File: config.mk
export PLATFORM = sky130hd
export DESIGN_NAME = sid_audio_out_flat
export DESIGN_NICKNAME = d
export VERILOG_FILES = /design/src/rtl/sid_audio_out_if.sv /design/src/rtl/sid_audio_out.sv /design/src/flat_wrapper.sv
export SDC_FILE = /design/constraint.sdc
export NUM_CORES = 1
export LEC_CHECK = 0
export ABC_AREA = 1
export CAP_MARGIN = 20
export CORE_UTILIZATION = 63
export CTS_CLUSTER_DIAMETER = 80
export CTS_CLUSTER_SIZE = 40
export DETAILED_ROUTE_END_ITERATION = 10
export PLACE_DENSITY = 0.94
export SKIP_LAST_GASP = 1
export SYNTH_ARGS = -nofsm -noshare
export SYNTH_HDL_FRONTEND = slang
export SYNTH_SLANG_ARGS = --single-unit
File: constraint.sdc
create_clock -name clk -period 3.74 [get_ports clk]
set_clock_uncertainty 0.15 [all_clocks]
set_input_delay 0.374 -clock clk [delete_from_list [all_inputs] [get_ports clk]]
set_output_delay 0.374 -clock clk [all_outputs]
set_load 0.01 [all_outputs]
File: src/rtl/sid_audio_out_if.sv
// Sample handshake between the SID filter/mixer and the audio output stage.
interface sid_audio_out_if #(
  parameter int unsigned SAMPLE_W = 15
);
  logic [SAMPLE_W-1:0] sample_in;
  logic                sample_ready;
  logic [3:0]          vol;
  logic                busy;
  logic                overrun;

  modport master (output sample_in, sample_ready, vol, input busy, overrun);
  modport slave  (input sample_in, sample_ready, vol, output busy, overrun);
endinterface

File: src/rtl/sid_audio_out.sv
// SID audio output: serial volume scaling followed by a first-order sigma-delta DAC.
// Optional build macro SID_OUT_DITHER_EN adds LFSR dither to the modulator input.
module sid_audio_out #(
  parameter int unsigned SAMPLE_W = 15,
  parameter int unsigned MIDPOINT = 16384
) (
  input  logic                clk,
  input  logic                rst_n,
  sid_audio_out_if.slave      bus,
  output logic                dac_out,
  output logic [SAMPLE_W-1:0] level
);

  localparam int unsigned S_W = SAMPLE_W + 1;
  localparam int unsigned P_W = SAMPLE_W + 5;

  typedef enum logic [2:0] {IDLE, MUL0, MUL1, MUL2, MUL3, LOAD} state_t;

  state_t                state;
  logic signed [S_W-1:0] s;
  logic [3:0]            v;
  logic signed [P_W-1:0] p;
  logic signed [P_W-1:0] s_ext;
  logic signed [P_W-1:0] addend;
  logic signed [P_W-1:0] p_shr;
  logic [SAMPLE_W-1:0]   acc;
  logic [SAMPLE_W:0]     sum;

  assign s_ext = P_W'(s);
  assign p_shr = p >>> 4;

  // Partial product contributed by the current multiplier bit
  always_comb begin
    addend = '0;
    case (state)
      MUL0: if (v[0]) addend = s_ext;
      MUL1: if (v[1]) addend = s_ext <<< 1;
      MUL2: if (v[2]) addend = s_ext <<< 2;
      MUL3: if (v[3]) addend = s_ext <<< 3;
      default: addend = '0;
    endcase
  end

  always_ff @(posedge clk or negedge rst_n) begin
    if (!rst_n) begin
      state       <= IDLE;
      s           <= '0;
      v           <= '0;
      p           <= '0;
      level       <= SAMPLE_W'(MIDPOINT);
      bus.busy    <= 1'b0;
      bus.overrun <= 1'b0;
    end else begin
      bus.overrun <= bus.sample_ready && (state != IDLE);
      case (state)
        IDLE: begin
          if (bus.sample_ready) begin
            s        <= S_W'({1'b0, bus.sample_in}) - S_W'(MIDPOINT);
            v        <= bus.vol;
            p        <= '0;
            state    <= MUL0;
            bus.busy <= 1'b1;
          end
        end
        MUL0: begin p <= p + addend; state <= MUL1; end
        MUL1: begin p <= p + addend; state <= MUL2; end
        MUL2: begin p <= p + addend; state <= MUL3; end
        MUL3: begin p <= p + addend; state <= LOAD; end
        LOAD: begin
          level    <= SAMPLE_W'(p_shr + P_W'(MIDPOINT));
          state    <= IDLE;
          bus.busy <= 1'b0;
        end
        default: begin
          state    <= IDLE;
          bus.busy <= 1'b0;
        end
      endcase
    end
  end

`ifdef SID_OUT_DITHER_EN
  logic [15:0] lfsr;

  always_ff @(posedge clk or negedge rst_n) begin
    if (!rst_n) lfsr <= 16'hACE1;
    else        lfsr <= {lfsr[14:0], lfsr[15] ^ lfsr[13] ^ lfsr[12] ^ lfsr[10]};
  end

  assign sum = {1'b0, acc} + {1'b0, level} + (SAMPLE_W+1)'(lfsr[1:0]);
`else
  assign sum = {1'b0, acc} + {1'b0, level};
`endif

  // Sigma-delta modulator: carry out of the level accumulator is the bitstream
  always_ff @(posedge clk or negedge rst_n) begin
    if (!rst_n) begin
      acc     <= '0;
      dac_out <= 1'b0;
    end else begin
      acc     <= sum[SAMPLE_W-1:0];
      dac_out <= sum[SAMPLE_W];
    end
  end

endmodule

File: src/flat_wrapper.sv
// flat-port wrapper written by rule: the top's interface ports become plain ports
module sid_audio_out_flat 
#(
  parameter int unsigned SAMPLE_W = 15,
  parameter int unsigned MIDPOINT = 16384
)
  (clk, rst_n, dac_out, level, bus_sample_in, bus_sample_ready, bus_vol, bus_busy, bus_overrun);
  sid_audio_out_if #(.SAMPLE_W(SAMPLE_W)) bus_i ();
  input  logic clk;
  input  logic rst_n;
  output logic dac_out;
  output logic [SAMPLE_W-1:0] level;
  input wire logic [$bits(bus_i.sample_in)-1:0] bus_sample_in;
  input wire logic [$bits(bus_i.sample_ready)-1:0] bus_sample_ready;
  input wire logic [$bits(bus_i.vol)-1:0] bus_vol;
  output wire logic [$bits(bus_i.busy)-1:0] bus_busy;
  output wire logic [$bits(bus_i.overrun)-1:0] bus_overrun;
  assign bus_i.sample_in = bus_sample_in;
  assign bus_i.sample_ready = bus_sample_ready;
  assign bus_i.vol = bus_vol;
  assign bus_busy = bus_i.busy;
  assign bus_overrun = bus_i.overrun;
  sid_audio_out #(.SAMPLE_W(SAMPLE_W), .MIDPOINT(MIDPOINT)) u_core (.clk(clk), .rst_n(rst_n), .bus(bus_i), .dac_out(dac_out), .level(level));
endmodule
==> out/metrics.yaml, run 1 <==
clock_network:
  clk_transition_reported_paths_ns: 0.08
  cts.sinks: 74
  ctsResizeCount: 0
  cts_hold_buf: 0
  cts_buffers: 9
  cts_max_level: 3
  cts_tree: "built"
  post_cts_buffers: 0
  cts.path.max_buffers: 2
  insertion_delay_ns: 0.36
  cts_root_buffer: "clkbuf_8"
worst_setup_path:
  startpoint_type: "register"
  worstSetupPathType: "register to register"
  reg2reg_from: "u_core.state[2]$_DFFE_PN0N_"
  cp-end-kind: "register"
  startpoint: "u_core.state[2]$_DFFE_PN0N_"
  arrival_ns: 3.43
  cp_max_fo: 12
  required_ns: 3.85
place:
  gp_congestion: 1.00
  dp_cells: 730
  pre_cts_slack_ns: 0.470
  dp_hpwl_mm: 8.35
  place_area_mm2: 0.00516
  portBuffers: 39
route:
  avgViaCountPerCell: 5.74
  drc: 0
  vias: 4281
  wirelength_mm: 11.0
  first_pass_iters: 5
  antenna_left: 0
  wl_per_cell_um: 14.8
  drt_iter0_markers: 335
synth:
  synth_edf_count: 0
  async_reset_ff_share_pct: 100
  synth.avg_cell_area_um2: 7.84
  post-synth-top-count-cell: "nand2_1"
  synthTopCellsByCount: "167 x nand2_1, 73 x dfrtp_1, 68 x inv_1"
  synth_largest_area_cell: "dfrtp_1"
  yosys_warnings: 0
  netlist_instances: 603
  yosys.cell_types.count: 40
  synth-seq-cells: 74
  yosysSeqAreaShare_pct: 39.2
  ys.flop_type: "dfrtp_1"
  synth.cell_area_mm2: 0.00473
  yosysTopAreaCellShare_pct: 38.7
  synth.area.top_cells: "dfrtp_1 39%, nand2_1 13%, ha_1 8.7%"
  syn-num-nets: 660
finish:
  final_util_pct: 74.2
  area_delta_synth_final_pct: 13.9
  drive_above_1_share_pct: 5.87
  layout.nets: 699
  finalNonFillerCells: 746
  fin_area_mm2: 0.00538
  diodes: 0
timing:
  tightest_slew_ns: 0.914
  finalSetupTns_ns: 0
  fin_crit_sh_pct: 89.0
  rsz0062_at_grt: "false"
  setup_viol: 0
  period_minus_slack_ns: 3.33
  max_clock_freq_mhz: 301
  whs_ns: -0.0235
  setup_ws_ns: 0.413
  slew_viol_final: 0
  slew_headroom_pct: 39.1
  hold_viol: 20
floorplan:
  initial_core_util_pct: 65.2
  rows: 31
  io_pins: 40
  coreArea_mm2: 0.00725
  die_h_um: 88.6
  dieArea_mm2: 0.00785
  die_w_um: 88.6
run_status:
  failed_checks: "hold timing"
  outcome: "finished with violations"
global_route:
  grt_pass1_vias: 4241
  overflow: 0
  grt_usage_pct: 31.3
  grt_pass1_wl_mm: 18.7
  grt_max_degree: 75
  antenna_found_initial: 0
power:
  ir_drop_mv: 0.607
  power_density_mw_per_mm2: 863
  p_leak_nw: 2.72
  p_total_mw: 4.65
min_path:
  holdCritPathClass: "input port to async pin"
flow_run:
  maxCapViolCount: 0
==> metal layers <==
| layer | GRT usage, % | vias to the layer above | wire [um] |
|---|---|---|---|
| li1 | - | 2105 | - |
| met1 | 38.0 | 1988 | 4630 |
| met2 | 55.2 | 156 | 5560 |
| met3 | 3.92 | 32 | 497 |
| met4 | 14.7 | 0 | 321 |
| met5 | 0 | - | 0 |
==> path summary, 6_finish.rpt <==
path,to,slack (ns),cells past startpoint
worst max-delay path,u_core.p[18]$_DFFE_PN0P_,0.41,15
worst min-delay path,u_core.acc[12]$_DFF_PN0_,-0.02,1
worst max register to register,u_core.p[18]$_DFFE_PN0P_,0.41,15
worst min register to register,u_core.acc[0]$_DFF_PN0_,0.32,1
max in group asynchronous,u_core.p[3]$_DFFE_PN0P_,2.84,1
min in group clk,u_core.acc[0]$_DFF_PN0_,0.32,1
==> worst max-delay path, cell delays in order, from the launching register on <==
cell	delay, ns
dfrtp_1	0.49
inv_2	0.13
nand3_1	0.16
nor2_1	0.61
inv_1	0.21
o221ai_1	0.24
ha_1	0.24
nand2_1	0.13
nor2_1	0.25
nand3_1	0.12
nand3_1	0.17
nand2_1	0.09
nand2_1	0.07
nand2_1	0.05
nand3_1	0.07
nand2_1	0.06
==> cell type report <==
| class | instances | area [um^2] |
|---|---|---|
| well taps | 99 | 124 |
| inverters | 75 | 284 |
| repair buffers | 39 | 388 |
| clock inverters | 4 | 73.8 |
| flip-flops and latches | 74 | 1850 |
| fillers | 576 | 1870 |
| multi-input cells | 443 | 2510 |
| clock buffers | 12 | 145 |
==> sequential cells by signal, summed over array words and instances (netlist names) <==
name and cells:
u_core.acc 15, u_core.bus.busy 1, u_core.bus.overrun 1, u_core.dac_out 1, u_core.level 15, u_core.p 19, u_core.s 15, u_core.state 3
u_core.v 4
==> cells by family after synthesis <==
logic type,count (synthesis),share of synthesized area [%]
AND/OR/NAND/NOR,255,22.8
AO/OA/AOI/OAI,134,17.0
buffers and inverters,86,7.57
flip-flops,74,39.2
adder cells (fa/ha/maj),35,9.58
XOR/XNOR,14,2.59
multiplexers,5,1.19
==> placed cells by master, fill, tap and decap left out, types with 2 or more instances in the layout <==
master	instances
o22ai_1	3
nand3b_1	2
nand4_1	2
ha_1	33
clkbuf_8	10
o21ai_1	3
o21ai_0	48
clkdlybuf4s50_1	38
nand2_1	167
bufinv_16	2
o211ai_1	2
a21o_1	4
o221ai_1	13
clkbuf_1	2
inv_2	6
nand3_1	34
nor2_4	4
a22o_1	2
nand2_2	3
xor2_1	7
a21oi_1	37
dfrtp_1	73
nor2_1	38
xnor2_1	7
mux2_2	5
nor4_1	2
fa_1	2
inv_1	68
a22oi_1	12
o21bai_1	5
==> where the power goes <==
part	internal, mW	switching [mW]
Sequential	1.17	0.264
Clock	0.396	0.310
Combinational	0.935	1.57
Total	2.50	2.15
Note: power is estimated with default switching activity, not from simulation.
==> inputs of run 2 (changes only) <==
--- a/config.mk
+++ b/config.mk
@@ -11,6 +11,7 @@
 export CTS_CLUSTER_DIAMETER = 80
 export CTS_CLUSTER_SIZE = 40
 export DETAILED_ROUTE_END_ITERATION = 10
+export GPL_ROUTABILITY_DRIVEN = 0
 export PLACE_DENSITY = 0.94
 export SKIP_LAST_GASP = 1
 export SYNTH_ARGS = -nofsm -noshare
==> out/metrics.yaml, run 2 (same netlist as run 1, synthesis figures left out) <==
finish:
  regArea_mm2: 0.00185
  top_register: "u_core.p"
  final_common_cell: "nand2_1"
  drive_above_1_share_pct: 5.87
  num-fill-cells: 528
  mostFrequentLayoutCells: "167 x nand2_1, 73 x dfrtp_1, 68 x inv_1"
  multiInputGateArea_mm2: 0.00251
  area_delta_synth_final_pct: 13.9
  finalNonFillerCells: 746
  final_util_pct: 74.2
  fin_area_mm2: 0.00538
  largest_register_ffs: 19
  diodes: 0
  layout.nets: 699
global_route:
  overflow: 0
  grt_usage_pct: 31.2
  grt_pass1_vias: 4116
  grt_max_degree: 75
  antenna_found_initial: 0
  grt_pass1_wl_mm: 18.7
worst_setup_path:
  reg2reg_from: "u_core.state[2]$_DFFE_PN0N_"
  crit_path_max_incr_delay_ns: 0.65
  cp_max_fo: 12
  r2r_end: "u_core.p[10]$_DFFE_PN0P_"
  startpoint_type: "register"
  arrival_ns: 3.56
  crit_buf_inv: 4
  crit_slowest_cell: "nor2_1"
  r2r_cells: 14
  cp-end-kind: "register"
  rrSetupSlack_ns: 0.26
  crit_path_cell_trace: "inv_2 -> nand3_1 -> nor2_1 -> inv_1 -> o221ai_1 -> ha_1 -> nand2_1 -> inv_1 -> nand2_1 -> nand2_1 -> inv_1 -> nand3_1 -> o21ai_0 -> o21ai_0"
  required_ns: 3.82
  worstSetupPathType: "register to register"
  crit_family: "simple AND/OR/NAND/NOR gates"
timing:
  slew_headroom_pct: 38.9
  hold_viol: 4
  whs_ns: -0.0121
  setup_viol: 0
  rsz0062_at_grt: "false"
  finalSetupTns_ns: 0
  setup_ws_ns: 0.264
  tightest_slew_ns: 0.917
  fin_crit_sh_pct: 92.9
  period_minus_slack_ns: 3.48
  max_clock_freq_mhz: 288
  slew_viol_final: 0
clock_network:
  ctsResizeCount: 0
  cts_hold_buf: 0
  cts.sinks: 74
  cts.path.max_buffers: 2
  cts_tree: "built"
  cts_root_buffer: "clkbuf_8"
  clk_transition_reported_paths_ns: 0.08
  cts_max_level: 3
  post_cts_buffers: 0
  insertion_delay_ns: 0.36
  cts_buffers: 9
route:
  avgViaCountPerCell: 6.01
  first_pass_iters: 6
  drt_iter0_markers: 417
  drc: 0
  vias: 4480
  antenna_left: 0
  wirelength_mm: 11.2
  wl_per_cell_um: 15.1
power:
  power_density_mw_per_mm2: 865
  p_total_mw: 4.66
  ir_drop_mv: 0.476
  p_leak_nw: 2.71
run_status:
  outcome: "finished with violations"
  failed_checks: "hold timing"
flow_run:
  maxCapViolCount: 0
floorplan:
  io_pins: 40
  rows: 31
  initial_core_util_pct: 65.2
  dieArea_mm2: 0.00785
  die_w_um: 88.6
  die_h_um: 88.6
  coreArea_mm2: 0.00725
place:
  place_area_mm2: 0.00516
  dp_cells: 730
  portBuffers: 39
  dp_hpwl_mm: 8.32
  pre_cts_slack_ns: 0.461
min_path:
  holdCritPathClass: "input port to async pin"
-- run 2: worst register-to-register path, delay by kind of cell (launching register included) --
| family | cells | cell delay (ns) |
|---|---|---|
| buffers and inverters | 4 | 0.50 |
| AND/OR/NAND/NOR | 6 | 1.25 |
| flip-flops | 1 | 0.49 |
| adder cells (fa/ha/maj) | 1 | 0.32 |
| AO/OA/AOI/OAI | 3 | 0.65 |
-- run 2: routing by layer --
layer	vias to the layer above	share of wire (%)	track usage [%]	routed length, um
met3	62	6.9	4.29	777
li1	2099	-	-	-
met5	-	0	0	0
met4	0	4.4	15.5	493
met2	242	48	53.6	5410
met1	2077	41	38.6	4560
-- run 2: worst max-delay path by stage --
stage	start	end	slack [ns]	cells after the start
CTS	u_core.state[2]$_DFFE_PN0N_	u_core.p[10]$_DFFE_PN0P_	0.40	14
finish	u_core.state[2]$_DFFE_PN0N_	u_core.p[10]$_DFFE_PN0P_	0.26	14
global route	u_core.state[2]$_DFFE_PN0N_	u_core.p[18]$_DFFE_PN0P_	0.07	12
floorplan	u_core.state[2]$_DFFE_PN0N_	u_core.p[16]$_DFFE_PN0P_	1.23	17
detailed placement	u_core.state[2]$_DFFE_PN0N_	u_core.p[10]$_DFFE_PN0P_	0.46	14
global placement	u_core.state[2]$_DFFE_PN0N_	u_core.p[10]$_DFFE_PN0P_	0.59	14
-- run 2: layout make-up --
cell class              count  share of cell area (%)
multi-input cells         443                    46.7
well taps                  99                    2.30
clock inverters             4                    1.39
clock buffers              12                    2.70
inverters                  75                    5.28
repair buffers             39                    7.20
flip-flops and latches     74                    34.4
-- run 2: report_power, final --
group	total [mW]	switching [mW]	internal (mW)
Clock	0.699	0.305	0.394
Sequential	1.44	0.275	1.17
Combinational	2.51	1.58	0.936
